File: src/rtl/bcd_codes_pkg.sv
// Shared BCD / 2421 (Aiken) code definitions used by the 8421->2421 encoder
// and the 2421->8421 decoder.
package bcd_codes_pkg;

  // Sequencer states shared by the serial code converters
  typedef enum logic [1:0] {
    IDLE = 2'd0,
    CONV = 2'd1,
    DONE = 2'd2
  } state_t;

  // Largest legal BCD digit value
  localparam logic [3:0] BCD_MAX      = 4'd9;
  // Amount added to digits in the upper half of the Aiken code
  localparam logic [3:0] AIKEN_OFFSET = 4'd6;
  // First digit value that lands in the upper half of the Aiken code
  localparam logic [3:0] AIKEN_SPLIT  = 4'd5;

endpackage : bcd_codes_pkg

File: src/rtl/bcd8421_to_2421_ser_if.sv
// Handshake bundle for the serial 8421->2421 encoder: an input word channel
// and an output result channel, each with valid/ready.
interface bcd8421_to_2421_ser_if #(
  parameter int DIGITS = 4
);

  logic                  in_valid;
  logic                  in_ready;
  logic [4*DIGITS-1:0]   in_bcd;
  logic                  out_valid;
  logic                  out_ready;
  logic [4*DIGITS-1:0]   out_code;
  logic                  out_err;
  logic [DIGITS-1:0]     out_err_mask;

  // Source/sink side: presents words and accepts results
  modport master (
    output in_valid,
    output in_bcd,
    output out_ready,
    input  in_ready,
    input  out_valid,
    input  out_code,
    input  out_err,
    input  out_err_mask
  );

  // Converter side
  modport slave (
    input  in_valid,
    input  in_bcd,
    input  out_ready,
    output in_ready,
    output out_valid,
    output out_code,
    output out_err,
    output out_err_mask
  );

endinterface : bcd8421_to_2421_ser_if

File: src/rtl/bcd8421_to_2421_ser_digit.sv
// Single-digit 8421 BCD to 2421 (Aiken) encoder. Purely combinational; the
// serial converter shares one instance across all digit positions.
module bcd_digit_to_2421
  import bcd_codes_pkg::*;
(
  input  logic [3:0] d,
  output logic [3:0] code,
  output logic       err
);

  // Map 0-4 unchanged, 5-9 up by the Aiken offset, flag non-BCD nibbles
  always_comb begin
    code = 4'd0;
    err  = 1'b0;
    if (d < AIKEN_SPLIT) begin
      code = d;
    end else if (d <= BCD_MAX) begin
      code = d + AIKEN_OFFSET;
    end else begin
      code = 4'd0;
      err  = 1'b1;
    end
  end

endmodule : bcd_digit_to_2421

File: src/rtl/bcd8421_to_2421_ser.sv
// Serial, handshaked packed 8421 BCD -> 2421 encoder. One digit is converted
// per clock through a single shared digit encoder; non-BCD digits are
// encoded as 0000 and flagged in the error mask.
module bcd8421_to_2421_ser
  import bcd_codes_pkg::*;
#(
  parameter int DIGITS = 4
) (
  input  logic                 clk,
  input  logic                 rst_n,
  bcd8421_to_2421_ser_if.slave bus
);

  localparam int             IW       = (DIGITS > 1) ? $clog2(DIGITS) : 1;
  localparam logic [IW-1:0]  LAST_IDX = IW'(DIGITS - 1);

  state_t              state_r;
  state_t              state_nx_s;
  logic [IW-1:0]       idx_r;
  logic [4*DIGITS-1:0] word_r;
  logic [4*DIGITS-1:0] code_r;
  logic [DIGITS-1:0]   mask_r;

  logic [3:0]          digit_s;
  logic [3:0]          enc_code_s;
  logic                enc_err_s;
  logic                accept_s;
  logic                last_s;

  // Bit offset of the digit currently being converted
  assign digit_s  = word_r[{idx_r, 2'b00} +: 4];
  assign accept_s = (state_r == IDLE) && bus.in_valid;
  assign last_s   = (idx_r == LAST_IDX);

  bcd_digit_to_2421 u_digit (
    .d    (digit_s),
    .code (enc_code_s),
    .err  (enc_err_s)
  );

  // State register
  always_ff @(posedge clk) begin
    if (!rst_n) begin
      state_r <= IDLE;
    end else begin
      state_r <= state_nx_s;
    end
  end

  // Next-state logic: accept in IDLE, walk digits in CONV, hold in DONE
  always_comb begin
    state_nx_s = state_r;
    case (state_r)
      IDLE: begin
        if (bus.in_valid) begin
          state_nx_s = CONV;
        end else begin
          state_nx_s = IDLE;
        end
      end
      CONV: begin
        if (last_s) begin
          state_nx_s = DONE;
        end else begin
          state_nx_s = CONV;
        end
      end
      DONE: begin
        if (bus.out_ready) begin
          state_nx_s = IDLE;
        end else begin
          state_nx_s = DONE;
        end
      end
      default: begin
        state_nx_s = IDLE;
      end
    endcase
  end

  // Datapath: latch the word on accept, then fill one result nibble per cycle
  always_ff @(posedge clk) begin
    if (!rst_n) begin
      idx_r  <= {IW{1'b0}};
      word_r <= {(4*DIGITS){1'b0}};
      code_r <= {(4*DIGITS){1'b0}};
      mask_r <= {DIGITS{1'b0}};
    end else begin
      case (state_r)
        IDLE: begin
          if (accept_s) begin
            idx_r  <= {IW{1'b0}};
            word_r <= bus.in_bcd;
            code_r <= {(4*DIGITS){1'b0}};
            mask_r <= {DIGITS{1'b0}};
          end
        end
        CONV: begin
          code_r[{idx_r, 2'b00} +: 4] <= enc_code_s;
          mask_r[idx_r]               <= enc_err_s;
          if (!last_s) begin
            idx_r <= idx_r + {{(IW-1){1'b0}}, 1'b1};
          end
        end
        DONE: begin
          idx_r <= idx_r;
        end
        default: begin
          idx_r <= {IW{1'b0}};
        end
      endcase
    end
  end

  assign bus.in_ready     = (state_r == IDLE);
  assign bus.out_valid    = (state_r == DONE);
  assign bus.out_code     = code_r;
  assign bus.out_err_mask = mask_r;
  assign bus.out_err      = |mask_r;

endmodule : bcd8421_to_2421_ser
File: src/flat_wrapper.sv
// flat-port wrapper written by rule: the top's interface ports become plain ports
module bcd8421_to_2421_ser_flat import bcd_codes_pkg::*;
#(
  parameter int DIGITS = 4
)
  (clk, rst_n, bus_in_valid, bus_in_bcd, bus_out_ready, bus_in_ready, bus_out_valid, bus_out_code, bus_out_err, bus_out_err_mask);
  bcd8421_to_2421_ser_if #(.DIGITS(DIGITS)) bus_i ();
  input  logic clk;
  input  logic rst_n;
  input wire logic [$bits(bus_i.in_valid)-1:0] bus_in_valid;
  input wire logic [$bits(bus_i.in_bcd)-1:0] bus_in_bcd;
  input wire logic [$bits(bus_i.out_ready)-1:0] bus_out_ready;
  output wire logic [$bits(bus_i.in_ready)-1:0] bus_in_ready;
  output wire logic [$bits(bus_i.out_valid)-1:0] bus_out_valid;
  output wire logic [$bits(bus_i.out_code)-1:0] bus_out_code;
  output wire logic [$bits(bus_i.out_err)-1:0] bus_out_err;
  output wire logic [$bits(bus_i.out_err_mask)-1:0] bus_out_err_mask;
  assign bus_i.in_valid = bus_in_valid;
  assign bus_i.in_bcd = bus_in_bcd;
  assign bus_i.out_ready = bus_out_ready;
  assign bus_in_ready = bus_i.in_ready;
  assign bus_out_valid = bus_i.out_valid;
  assign bus_out_code = bus_i.out_code;
  assign bus_out_err = bus_i.out_err;
  assign bus_out_err_mask = bus_i.out_err_mask;
  bcd8421_to_2421_ser #(.DIGITS(DIGITS)) u_core (.clk(clk), .rst_n(rst_n), .bus(bus_i));
endmodule
File: config.mk
export PLATFORM = sky130hd
export DESIGN_NAME = bcd8421_to_2421_ser_flat
export DESIGN_NICKNAME = d
export VERILOG_FILES = /design/src/rtl/bcd_codes_pkg.sv /design/src/rtl/bcd8421_to_2421_ser_if.sv /design/src/rtl/bcd8421_to_2421_ser_digit.sv /design/src/rtl/bcd8421_to_2421_ser.sv /design/src/flat_wrapper.sv
export SDC_FILE = /design/constraint.sdc
export NUM_CORES = 1
export LEC_CHECK = 0
export ABC_AREA = 1
export ABC_CLOCK_PERIOD_IN_PS = 3000
export BUFFER_PORTS_ARGS = -buffer_cell sky130_fd_sc_hd__clkbuf_2
export CORE_UTILIZATION = 40
export CTS_CLUSTER_SIZE = 25
export DETAILED_ROUTE_END_ITERATION = 6
export MAX_ROUTING_LAYER = met4
export PLACE_DENSITY = 0.59
export SLEW_MARGIN = 30
export SYNTH_ARGS = -nofsm -noshare
export SYNTH_HDL_FRONTEND = slang
export SYNTH_HIERARCHICAL = 1
export SYNTH_SLANG_ARGS = --single-unit
File: constraint.sdc
create_clock -name clk -period 3 [get_ports clk]
set_input_delay 0.45 -clock clk [delete_from_list [all_inputs] [get_ports clk]]
set_output_delay 0.45 -clock clk [all_outputs]
set_load 0.1 [all_outputs]
==> results of run 1 <==
==> stage by stage <==
step	instance area [um^2]	instances
3_3_place_gp	2230	388
2_1_floorplan	2010	290
4_1_cts	2320	396
3_5_place_dp	2230	388
5_1_grt	2320	396
6_report	2320	396
==> cell usage in the layout, fill, tap and decap left out <==
master / count
nand3_2: 3
o21a_1: 1
nor2_1: 75
clkinv_2: 2
nand3_1: 25
nand3b_1: 4
inv_2: 2
nor2_2: 1
a21oi_1: 16
nor2_4: 1
dfxtp_1: 40
nand4_1: 2
nand2_2: 2
ha_1: 8
o21ai_1: 4
o21ai_2: 1
clkbuf_8: 6
or2_2: 1
clkbuf_2: 42
o22ai_1: 4
nand2_1: 47
and2_1: 1
o21ai_0: 21
inv_1: 19
nand2_4: 1
==> metal layers <==
metal  global-route usage (%)  routed length (um)  up-vias
li1                         -                   -     1010
met3                     3.87                 151        6
met2                     30.4                1890       38
met5                        -                   0        -
met1                     25.6                2390      821
met4                     7.63                  63        0
==> cells by family after synthesis <==
kind of cell / count (synthesis) / synth area share [%]
DFF: 40 / 39.9
adders and majority gates: 8 / 4.99
buffers and inverters: 32 / 7.48
and+or+nand+nor: 163 / 35.3
AOI/OAI and AO/OA: 47 / 12.3
==> report_power, final <==
| group | switching [mW] | total, mW | internal, mW |
|---|---|---|---|
| sequential | 0.0237 | 0.583 | 0.560 |
| combinational | 0.225 | 0.312 | 0.0870 |
| clock | 0.180 | 0.363 | 0.183 |
==> path summary, 6_finish.rpt <==
path | startpoint | endpoint | slack, ps | cells after the start
worst max-delay path | u_core/idx_r[0] | u_core/bus.out_code[6] | 480 | 12
worst min-delay path | bus_in_bcd[3] | u_core/word_r[3] | 400 | 3
worst max register to register | u_core/idx_r[0] | u_core/bus.out_code[6] | 480 | 12
worst min register to register | u_core/bus.out_code[4] | u_core/bus.out_code[4] | 490 | 2
==> worst min-delay path, stage by stage <==
cell	delay, ps
clkbuf_2	70
o21ai_1	60
nor2_1	70
==> state kept, by name (all words and copies together), names as in the netlist <==
signal and cells:
u_core/word_r 16, u_core/bus.out_err_mask 4, u_core/bus.out_code 16, u_core/idx_r 2, u_core/state_r 2
==> cell usage after synthesis, types with 2 or more instances <==
| library cell | instances |
|---|---|
| a21oi_1 | 16 |
| buf_2 | 3 |
| buf_6 | 3 |
| clkbuf_1 | 4 |
| dfxtp_1 | 40 |
| ha_1 | 8 |
| inv_1 | 19 |
| inv_2 | 2 |
| nand2_1 | 47 |
| nand2_2 | 2 |
| nand3_1 | 25 |
| nand3_2 | 3 |
| nand3b_1 | 4 |
| nand4_1 | 2 |
| nor2_1 | 75 |
| o21ai_0 | 21 |
| o21ai_1 | 4 |
| o22ai_1 | 4 |
==> final cells by class <==
| type | count | area (um^2) |
|---|---|---|
| Fill cell | 510 | 2460 |
| Multi-Input combinational cell | 218 | 1060 |
| Sequential cell | 40 | 801 |
| Timing Repair Buffer | 42 | 210 |
| Tap cell | 67 | 83.8 |
| Clock buffer | 6 | 82.6 |
| Inverter | 21 | 78.8 |
| Clock inverter | 2 | 10.0 |
==> flow_summary.json, run 1 <==
{
  "status": "finished clean",
  "relSlewSlack_pct": 62.5,
  "crit_path_end_kind": "register",
  "htreeDepth": 2,
  "hold_viol": 0,
  "dieWidth_um": 72.8,
  "synth_fp_nets": 318,
  "postCtsHoldBufs": 0,
  "start_kind": "register",
  "grt_usage_pct": 19.8,
  "fin_hold_ws_ps": 397,
  "areaGrowthSynthToFinish_pct": 15.7,
  "antenna_cells": 0,
  "dp_hpwl_um": 3200,
  "setup_ws_ps": 477,
  "vdd_drop_max_mv": 0.315,
  "setup_tns_ps": 0,
  "drc_errors": 0,
  "gp_congestion": 0.959,
  "ys.flop_type": "dfxtp_1",
  "firstDrtPassIters": 4,
  "rsz0062_at_grt": "false",
  "final.setup_skew_ps": 8.85,
  "grt_pass1_wl_um": 7870,
  "finalMaxSlewViolations": 0,
  "grt_pass1_vias": 1733,
  "tritoncts": "built",
  "setup_viol": 0,
  "fmax_ghz": 0.396,
  "initial_core_util_pct": 41.9,
  "final_core_utilization_pct": 48.5,
  "wl_um": 4490,
  "synth-seq-cells": 40,
  "worst_pin_slew_ps": 561,
  "worstSetupPathType": "reg -> reg",
  "crit_slowest_cell": "inv_1",
  "drtIter0Drc": 123,
  "max_stage_delay_ps": 480,
  "synth-seq-area-share_pct": 39.9,
  "finalPower_mw": 1.26,
  "antenna_found_initial": 0,
  "ant_nets": 0,
  "power_leakage_nw": 1.08,
  "cp_top_family": "compound AO/OA/AOI/OAI gates",
  "hold_path_class": "in -> reg",
  "synth_edf_count": 0,
  "die-area_mm2": 0.00530,
  "required_ps": 3220,
  "fin_nets": 356,
  "die_h_um": 72.8,
  "port_buffers": 42,
  "async_reset_ff_share_pct": 0,
  "crit_chain": "inv_1 -> o21ai_0 -> o22ai_1 -> inv_1 -> ha_1 -> inv_1 -> nand3_1 -> nand2_1 -> nand2_1 -> nor2_1 -> nand2_1 -> a21oi_1",
  "drt-wirelength-per-cell_um": 11.3,
  "finalCritPeriodShare_pct": 84.1,
  "clk_path_buf_depth": 2,
  "crit_arrival_ps": 2740,
  "routed_via_density": 4.73,
  "clock_latency_ps": 290,
  "crit_fanout": 19,
  "num_vias": 1875,
  "ys_top_cells_by_area": "dfxtp_1, nor2_1, nand2_1",
  "syn_inst": 290,
  "synth.largest_area_cell": "dfxtp_1",
  "synth_area_mm2": 0.00201,
  "synth_cell_types": 26,
  "dpl_worst_slack_ps": 510,
  "clk_pin_slew_ps": 80,
  "drv_cap": 0,
  "crit_buf_inv": 3,
  "cts_buffers": 5,
  "grt_overflow": 0,
  "avgSynthCellArea_um2": 6.92,
  "root_buffer": "clkbuf_8",
  "synth_top_area_share_pct": 39.9,
  "layout-drive-gt1-share_pct": 18.8,
  "p_per_area_mw_per_mm2": 542,
  "core_mm2": 0.00479,
  "post_cts_resized": 0,
  "period_needed_ps": 2520,
  "numClockSinks": 40,
  "grt_max_degree": 41,
  "post-cts-setup-buffers": 0,
  "rows": 25,
  "top_level_ports": 43,
  "ys_warn_count": 6
}
Power figures use the tool's default switching activity.
==> run 2: changes to the inputs <==
- ABC_CLOCK_PERIOD_IN_PS: 3000 -> 2400
- clock period: 3 -> 2.4 ns (I/O delays scaled with it)
==> flow_summary.json, run 2 (same netlist as run 1, synthesis figures left out) <==
{
  "seqCellArea_um2": 801,
  "multi_input_area_mm2": 0.00106,
  "grt_pass1_wl_um": 7870,
  "grt_pass1_vias": 1758,
  "hold_viol": 0,
  "min_to": "u_core/word_r[2]",
  "root_buffer": "clkbuf_8",
  "crit_arrival_ps": 2280,
  "worstSetupPathType": "reg -> reg",
  "status": "finished clean",
  "crit_chain": "inv_1 -> nor2_1 -> o22ai_2 -> inv_1 -> ha_1 -> nor2_1 -> nand2_1 -> nand2_1 -> nand2_1 -> nor2_1 -> nand2_1 -> a21oi_1",
  "areaGrowthSynthToFinish_pct": 16.4,
  "fin_nets": 359,
  "whs_path_depth": 3,
  "finalCritPeriodShare_pct": 85.7,
  "finalPower_mw": 1.55,
  "core_mm2": 0.00479,
  "crit_path_end_kind": "register",
  "die_h_um": 72.8,
  "clock_latency_ps": 300,
  "clk_pin_slew_ps": 80,
  "htreeDepth": 2,
  "worst_pin_slew_ps": 540,
  "drtIter0Drc": 86,
  "grt_usage_pct": 20.1,
  "rrSetupSlack_ps": 340,
  "clk_path_buf_depth": 2,
  "dieWidth_um": 72.8,
  "required_ps": 2630,
  "fmax_ghz": 0.486,
  "setup_tns_ps": 0,
  "cts_buffers": 5,
  "antenna_cells": 0,
  "relSlewSlack_pct": 64.1,
  "p_per_area_mw_per_mm2": 665,
  "final.setup_skew_ps": 6.76,
  "final_cell_mix": "nor2_1, nand2_1, clkbuf_2, dfxtp_1, nand3_1",
  "gp_congestion": 0.917,
  "wl_um": 4530,
  "power_leakage_nw": 1.09,
  "port_buffers": 42,
  "fin_hold_ws_ps": 301,
  "drv_cap": 0,
  "top_level_ports": 43,
  "max_stage_delay_ps": 340,
  "ant_nets": 0,
  "fillCellCount": 526,
  "post-cts-setup-buffers": 0,
  "reg2reg_to": "u_core/bus.out_code[7]",
  "drc_errors": 0,
  "initial_core_util_pct": 41.9,
  "grt_max_degree": 41,
  "start_kind": "register",
  "drt-wirelength-per-cell_um": 11.4,
  "crit_slowest_cell": "dfxtp_1",
  "routed_via_density": 4.81,
  "dp_hpwl_um": 3340,
  "period_needed_ps": 2060,
  "layout-drive-gt1-share_pct": 19.6,
  "final_core_utilization_pct": 48.8,
  "setup_viol": 0,
  "hp-start": "bus_in_bcd[2]",
  "antenna_found_initial": 0,
  "tritoncts": "built",
  "finalMaxSlewViolations": 0,
  "numClockSinks": 40,
  "rsz0062_at_grt": "false",
  "hold_path_class": "in -> reg",
  "crit_path_frequent_cell": "nand2_1",
  "mostFrequentLayoutCell": "nor2_1",
  "vdd_drop_max_mv": 0.403,
  "reg2reg_depth": 12,
  "num_vias": 1915,
  "die-area_mm2": 0.00530,
  "r2r-start": "u_core/idx_r[0]",
  "crit_fanout": 12,
  "grt_overflow": 0,
  "rows": 25,
  "firstDrtPassIters": 4
}
## run 2: cell types whose count changed in the layout (fill, tap and decap cells not counted)
cell | before | now
buf_4 | 0 | 3
inv_1 | 19 | 18
clkbuf_1 | 0 | 1
inv_2 | 2 | 3
clkinv_2 | 2 | 1
o22ai_1 | 4 | 3
o22ai_2 | 0 | 1
clkbuf_8 | 6 | 5
## run 2: power breakdown
group          leakage [nW]  internal, mW  switching (mW)  total [mW]
clock                0.0410         0.198           0.228       0.426
sequential            0.327         0.700          0.0264       0.726
combinational         0.721         0.118           0.284       0.403
## run 2: worst max-delay path, delay by kind of cell (launching register included)
family / cells / cell delay, ps
compound gates: 2 / 440
fa+ha+maj: 1 / 220
buf+inv: 2 / 350
flops: 1 / 340
simple gates: 7 / 650
## run 2: repair_timing
item                       in CTS  in global routing
setup endpoints to repair       0                  6
gates resized for setup         0                  2
hold buffers                    0                  0
## run 2: how the worst max path moves through the flow
stage | start | cells after the start | to | slack, ps
6_report | u_core/idx_r[0] | 12 | u_core/bus.out_code[7] | 340
5_1_grt | u_core/idx_r[0] | 12 | u_core/bus.out_code[7] | 10
4_1_cts | u_core/idx_r[1] | 12 | u_core/bus.out_code[6] | 150
3_5_place_dp | u_core/idx_r[1] | 12 | u_core/bus.out_code[6] | 190
3_3_place_gp | u_core/idx_r[1] | 12 | u_core/bus.out_code[7] | 280
2_1_floorplan | u_core/idx_r[0] | 14 | u_core/bus.out_code[6] | 210
## run 2: final cells by class
type,count,share of cell area [%]
Inverter,21,3.37
Multi-Input combinational cell,218,45.5
Clock buffer,6,3.11
Timing Repair Buffer,45,9.96
Tap cell,67,3.59
Sequential cell,40,34.3
Clock inverter,1,0.214
## run 2: routing by layer
layer	track usage (%)	share of wire, %	vias up
met4	9.15	1.5	0
met2	31.4	44	37
met3	3.73	3.4	6
met1	25.2	51	854
met5	-	0	-
li1	-	-	1018
## run 2: per-stage QoR
step / instance area (um^2) / setup slack (ps) / cells
detailed placement: 2250 / 192 / 391
global placement: 2250 / 284 / 391
global route: 2340 / 12.0 / 398
floorplan: 2010 / 207 / 290
finish: 2340 / 342 / 398
CTS: 2330 / 153 / 398
